$ cat config.mk
export PLATFORM = sky130hd
export DESIGN_NAME = fetch_pc
export DESIGN_NICKNAME = d
export VERILOG_FILES = /design/src/rtl/fetch_pc.sv
export SDC_FILE = /design/constraint.sdc
export NUM_CORES = 1
export LEC_CHECK = 0
export ABC_CLOCK_PERIOD_IN_PS = 2200
export BUFFER_PORTS_ARGS = -buffer_cell sky130_fd_sc_hd__buf_2
export CORE_MARGIN = 3
export CORE_UTILIZATION = 45
export DETAILED_ROUTE_END_ITERATION = 8
export PLACE_DENSITY = 0.76
export SETUP_SLACK_MARGIN = 0.2
export SLEW_MARGIN = 20
export SYNTH_ARGS = -nofsm -noshare
export SYNTH_HDL_FRONTEND = slang
export SYNTH_SLANG_ARGS = --single-unit
$ cat constraint.sdc
create_clock -name clk -period 2.2 [get_ports clk]
set_input_delay 0.33 -clock clk [delete_from_list [all_inputs] [get_ports clk]]
set_output_delay 0.33 -clock clk [all_outputs]
set_load 0.02 [all_outputs]
$ cat src/rtl/fetch_pc.sv
// rtl/fetch_pc.sv - RV32 instruction-fetch PC unit, one outstanding fetch, single-entry decode buffer
// Redirects from branch/jump retarget the PC and kill any wrong-path fetch still in flight.
module fetch_pc #(
   parameter logic [31:0] RESET_PC = 32'h0000_0000
) (
   input  logic        clk,
   input  logic        rst_n,
   input  logic        br_taken,
   input  logic [31:0] br_target,
   input  logic        jump_valid,
   input  logic [31:0] jump_target,
   output logic        imem_req_valid,
   input  logic        imem_req_ready,
   output logic [31:0] imem_req_addr,
   input  logic        imem_rsp_valid,
   input  logic [31:0] imem_rsp_data,
   output logic        inst_valid,
   input  logic        inst_ready,
   output logic [31:0] inst_data,
   output logic [31:0] inst_pc,
   output logic        flush
);

   typedef enum logic [1:0] {
      S_REQ  = 2'd0,
      S_WAIT = 2'd1,
      S_HOLD = 2'd2
   } state_t;

   state_t      state, state_nxt;
   logic [31:0] pc, pc_nxt;
   logic [31:0] req_pc, req_pc_nxt;
   logic [31:0] buf_data, buf_data_nxt;
   logic [31:0] buf_pc, buf_pc_nxt;
   logic        kill, kill_nxt;
   logic        redirect;
   logic [31:0] target;
   logic [31:0] pc_inc;

   // Jump wins if both fire; targets are always word aligned.
   assign redirect = br_taken | jump_valid;
   assign target   = (jump_valid ? jump_target : br_target) & 32'hFFFF_FFFC;
   assign pc_inc   = pc + 32'd4;

   assign flush          = redirect;
   assign imem_req_valid = (state == S_REQ);
   assign imem_req_addr  = pc;
   assign inst_valid     = (state == S_HOLD) & ~redirect;
   assign inst_data      = buf_data;
   assign inst_pc        = buf_pc;

   always_ff @(posedge clk or negedge rst_n) begin
      if (!rst_n) begin
         state    <= S_REQ;
         pc       <= RESET_PC;
         req_pc   <= 32'h0;
         buf_data <= 32'h0;
         buf_pc   <= 32'h0;
         kill     <= 1'b0;
      end else begin
         state    <= state_nxt;
         pc       <= pc_nxt;
         req_pc   <= req_pc_nxt;
         buf_data <= buf_data_nxt;
         buf_pc   <= buf_pc_nxt;
         kill     <= kill_nxt;
      end
   end

   always_comb begin
      state_nxt    = state;
      pc_nxt       = pc;
      req_pc_nxt   = req_pc;
      buf_data_nxt = buf_data;
      buf_pc_nxt   = buf_pc;
      kill_nxt     = kill;
      case (state)
         S_REQ: begin
            if (imem_req_ready) begin
               req_pc_nxt = pc;
               pc_nxt     = pc_inc;
               kill_nxt   = redirect;
               state_nxt  = S_WAIT;
            end
         end
         S_WAIT: begin
            if (imem_rsp_valid) begin
               // A redirect coinciding with the response discards it directly.
               if (kill || redirect) begin
                  kill_nxt  = 1'b0;
                  state_nxt = S_REQ;
               end else begin
                  buf_data_nxt = imem_rsp_data;
                  buf_pc_nxt   = req_pc;
                  state_nxt    = S_HOLD;
               end
            end else if (redirect) begin
               kill_nxt = 1'b1;
            end
         end
         S_HOLD: begin
            if (redirect || inst_ready) begin
               state_nxt = S_REQ;
            end
         end
         default: begin
            state_nxt = S_REQ;
         end
      endcase
      if (redirect) begin
         pc_nxt = target;
      end
   end

endmodule
==> results.py <==
metrics = {
    "hold_path": {
        "holdPathStages": 3,
        "hold_path.class": "in2reg",
    },
    "synth": {
        "synth_edf_count": 0,
        "ys_seq_elements": 125,
        "synthCells": 551,
        "ys_types": 49,
        "seq_area_frac_synth_pct": 54.5,
        "yosys-top-cells-count": "dfrtp_1, nand2_1, mux2_2",
        "synthFlopType": "dfrtp_1",
        "async_reset_ff_share_pct": 100,
        "ys_top_cells_by_area": "dfrtp_1, mux2_2, nand2_1",
        "synth_compound_area_share_pct": 10.0,
        "ys.warnings.count": 0,
        "synth_xor_xnor_area_share_pct": 1.98,
        "synthAdderAreaFrac_pct": 0.218,
        "yosysMostFrequentCell": "dfrtp_1",
        "synth-simple-area-share_pct": 17.2,
        "synth_top_area_cell": "dfrtp_1",
        "synthesis.area_mm2": 0.00574,
        "yosysTopAreaCellShare_pct": 54.5,
        "postSynthAreaPerCell_um2": 10.4,
        "muxShareOfSynthArea_pct": 12.5,
        "synth_top_family_by_area": "simple AND/OR/NAND/NOR gates",
    },
    "clocking": {
        "cts_buffer_depth": 2,
        "cts_tree": "done",
        "clk_pin_slew_ps": 50,
        "numCtsBuffers": 17,
        "cts_sinks": 125,
        "cts_root_buf": "clkbuf_16",
        "cts.htree.levels": 4,
        "insertion_delay_ps": 400,
    },
    "layout": {
        "fin_cells": 932,
        "drive_gt1_share_pct": 39.5,
        "fin_nets": 855,
        "syn_to_final_growth_pct": 31.9,
        "num-fill-cells": 1052,
    },
    "timing": {
        "worst_pin_slew_ps": 652,
        "setup_tns_ps": 0,
        "min_period_ps": 1930,
        "max_clock_freq_mhz": 519,
        "hold_viol": 0,
        "rsz0062_at_grt": "false",
        "whs_ps": 142,
        "slew_violations": 0,
        "slew_headroom_pct": 56.4,
        "finalClockSkew_ps": 7.37,
        "setup_viol": 0,
        "post-route-period-util_pct": 87.6,
    },
    "global_route": {
        "grt_max_degree": 62,
        "grt_pass1_vias": 4985,
        "overflow": 0,
        "grt_util_all_layers_pct": 22.0,
        "grt_pass1_wl_um": 25000,
        "antenna_found_initial": 2,
    },
    "floorplan": {
        "rows": 40,
        "ios": 202,
        "fp.dieH_um": 119,
        "initial_core_util_pct": 46.8,
        "dieArea_mm2": 0.0142,
        "die_w_um": 119,
        "coreArea_mm2": 0.0123,
    },
    "placed_design": {
        "port_buffers": 193,
        "place_congestion": 0.813,
        "dp_hpwl_um": 11000,
        "dp.cells": 896,
    },
    "setup_path": {
        "critPathKind": "reg2reg",
        "startpoint_type": "flop",
        "crit_required_ps": 2520,
        "rr_worst_depth": 5,
        "worstSetupEndpointType": "flop",
        "cp_max_fo": 6,
        "critPathArrivalTime_ps": 2240,
    },
    "power_and_ir_drop": {
        "power.density_mw_per_mm2": 1160,
        "irDropWorstVdd_mv": 0.537,
        "p_leak_nw": 3.77,
    },
    "run": {
        "maxCapViolations": 0,
    },
    "routing": {
        "vias_per_cell": 5.27,
        "drt_first_iter_violations": 355,
        "firstDrtPassIters": 4,
        "wl_per_cell_um": 16.7,
        "routed_wl_um": 15500,
        "routed-via-count": 4916,
        "ant_nets": 0,
        "drc_errors": 0,
    },
    "status": {
        "outcome": "finished, final reports clean",
    },
}
==> where the power goes <==
part,switching [mW],total (mW),internal (mW),leakage [nW]
combinational,1.61,2.69,1.08,1.96
clock,0.943,2.56,1.62,0.265
sequential,0.470,3.57,3.10,1.54
total,3.02,8.83,5.80,3.77
==> sequential cells by signal, summed over array words and instances (netlist names) <==
name	cells
state	2
req_pc	30
kill	1
imem_req_addr	30
inst_data	32
inst_pc	30
==> critical path, stage by stage (launching register included) <==
cell     delay (ps)
dfrtp_1         460
and4_1          310
and4_1          400
nand3_4         130
or3_4           360
a31oi_2         180
==> path summary, 6_finish.rpt <==
check                                               from  slack (ps)                             to
min                                       jump_target[3]         140   imem_req_addr[3]$_DFFE_PN0P_
min reg2reg                        req_pc[7]$_DFFE_PN0P_         470          req_pc[7]$_DFFE_PN0P_
min in group asynchronous                          rst_n         470          req_pc[8]$_DFFE_PN0P_
max in group asynchronous                          rst_n        1120  imem_req_addr[13]$_DFFE_PN0P_
max                        imem_req_addr[18]$_DFFE_PN0P_         270  imem_req_addr[26]$_DFFE_PN0P_
max reg2reg                imem_req_addr[18]$_DFFE_PN0P_         270  imem_req_addr[26]$_DFFE_PN0P_
==> placed cells by master (no fill, tap or decap), types with 3 or more instances in the layout <==
master     netlist  final
and4_1           6      6
clkinv_2         0      4
conb_1           1      4
buf_12           0      4
dfrtp_2          0      4
a211oi_1        14     14
clkbuf_16        0     17
nand3_1          8      8
clkbuf_8         0      3
o21ai_1          3      3
mux2_2          45     45
clkbuf_1        22      3
nand4_1         12     12
nor2_1          29     28
nand2_1        120    120
buf_4            4     16
a22o_1           3      3
a31oi_1          7      6
a21oi_1         35     35
dfrtp_1        125    121
o21ai_0         18     18
mux2_1          17     17
inv_1            6      6
and3_1           4      4
buf_2            6    192
xor2_1          12     12
nor2b_1         15     15
==> per-stage QoR <==
| stage | total power [mW] | worst slack [ps] | cell area [µm²] | utilization [%] |
|---|---|---|---|---|
| after floorplan | 5.21 | 153 | 5780 | - |
| after global routing | 9.27 | 194 | 7580 | 61.8 |
| after detailed placement | 6.32 | 58.6 | 6960 | 56.8 |
| after CTS | 8.89 | 207 | 7530 | 61.4 |
| after global placement | 6.18 | 135 | 6960 | 56.8 |
| final | 8.83 | 272 | 7580 | 61.8 |
==> repair_timing <==
| action | 4_1_cts | 5_1_grt |
|---|---|---|
| hold buffers | 1 | 0 |
| pin swaps | 1 | 2 |
| endpoints found under the hold margin | 59 | 0 |
| buffers inserted | 2 | 1 |
| resized for setup | 0 | 8 |
| setup endpoints to repair | 3 | 12 |
==> layout make-up <==
| cell class | instances | area (µm²) | area share (%) |
|---|---|---|---|
| Timing Repair Buffer | 215 | 1190 | 15.8 |
| Clock buffer | 23 | 478 | 6.31 |
| Sequential cell | 125 | 3130 | 41.4 |
| Clock inverter | 7 | 65.1 | 0.859 |
| Antenna cell | 2 | 5.00 | 0.0661 |
| Tap cell | 168 | 210 | 2.77 |
| Multi-Input combinational cell | 385 | 2460 | 32.5 |
| Inverter | 7 | 26.3 | 0.347 |
==> logic make-up (layout without fill, tap and decap cells) <==
family	Yosys count	after routing
adders and majority gates	1	1
AOI/OAI and AO/OA	94	94
DFF	125	125
xor gates and xnor gates	13	13
buffers and inverters	44	252
and+or+nand+nor	209	209
muxes	64	64
other	1	6
==> per-layer routing <==
metal / global-route usage, % / vias to the layer above / share of wire [%]
met1: 27.4 / 2383 / 42
met3: 5.18 / 29 / 6.4
li1: - / 2306 / -
met2: 36.9 / 198 / 49
met4: 8.76 / 0 / 2.6
met5: 0 / - / 0
Note: power is estimated with default switching activity, not from simulation.
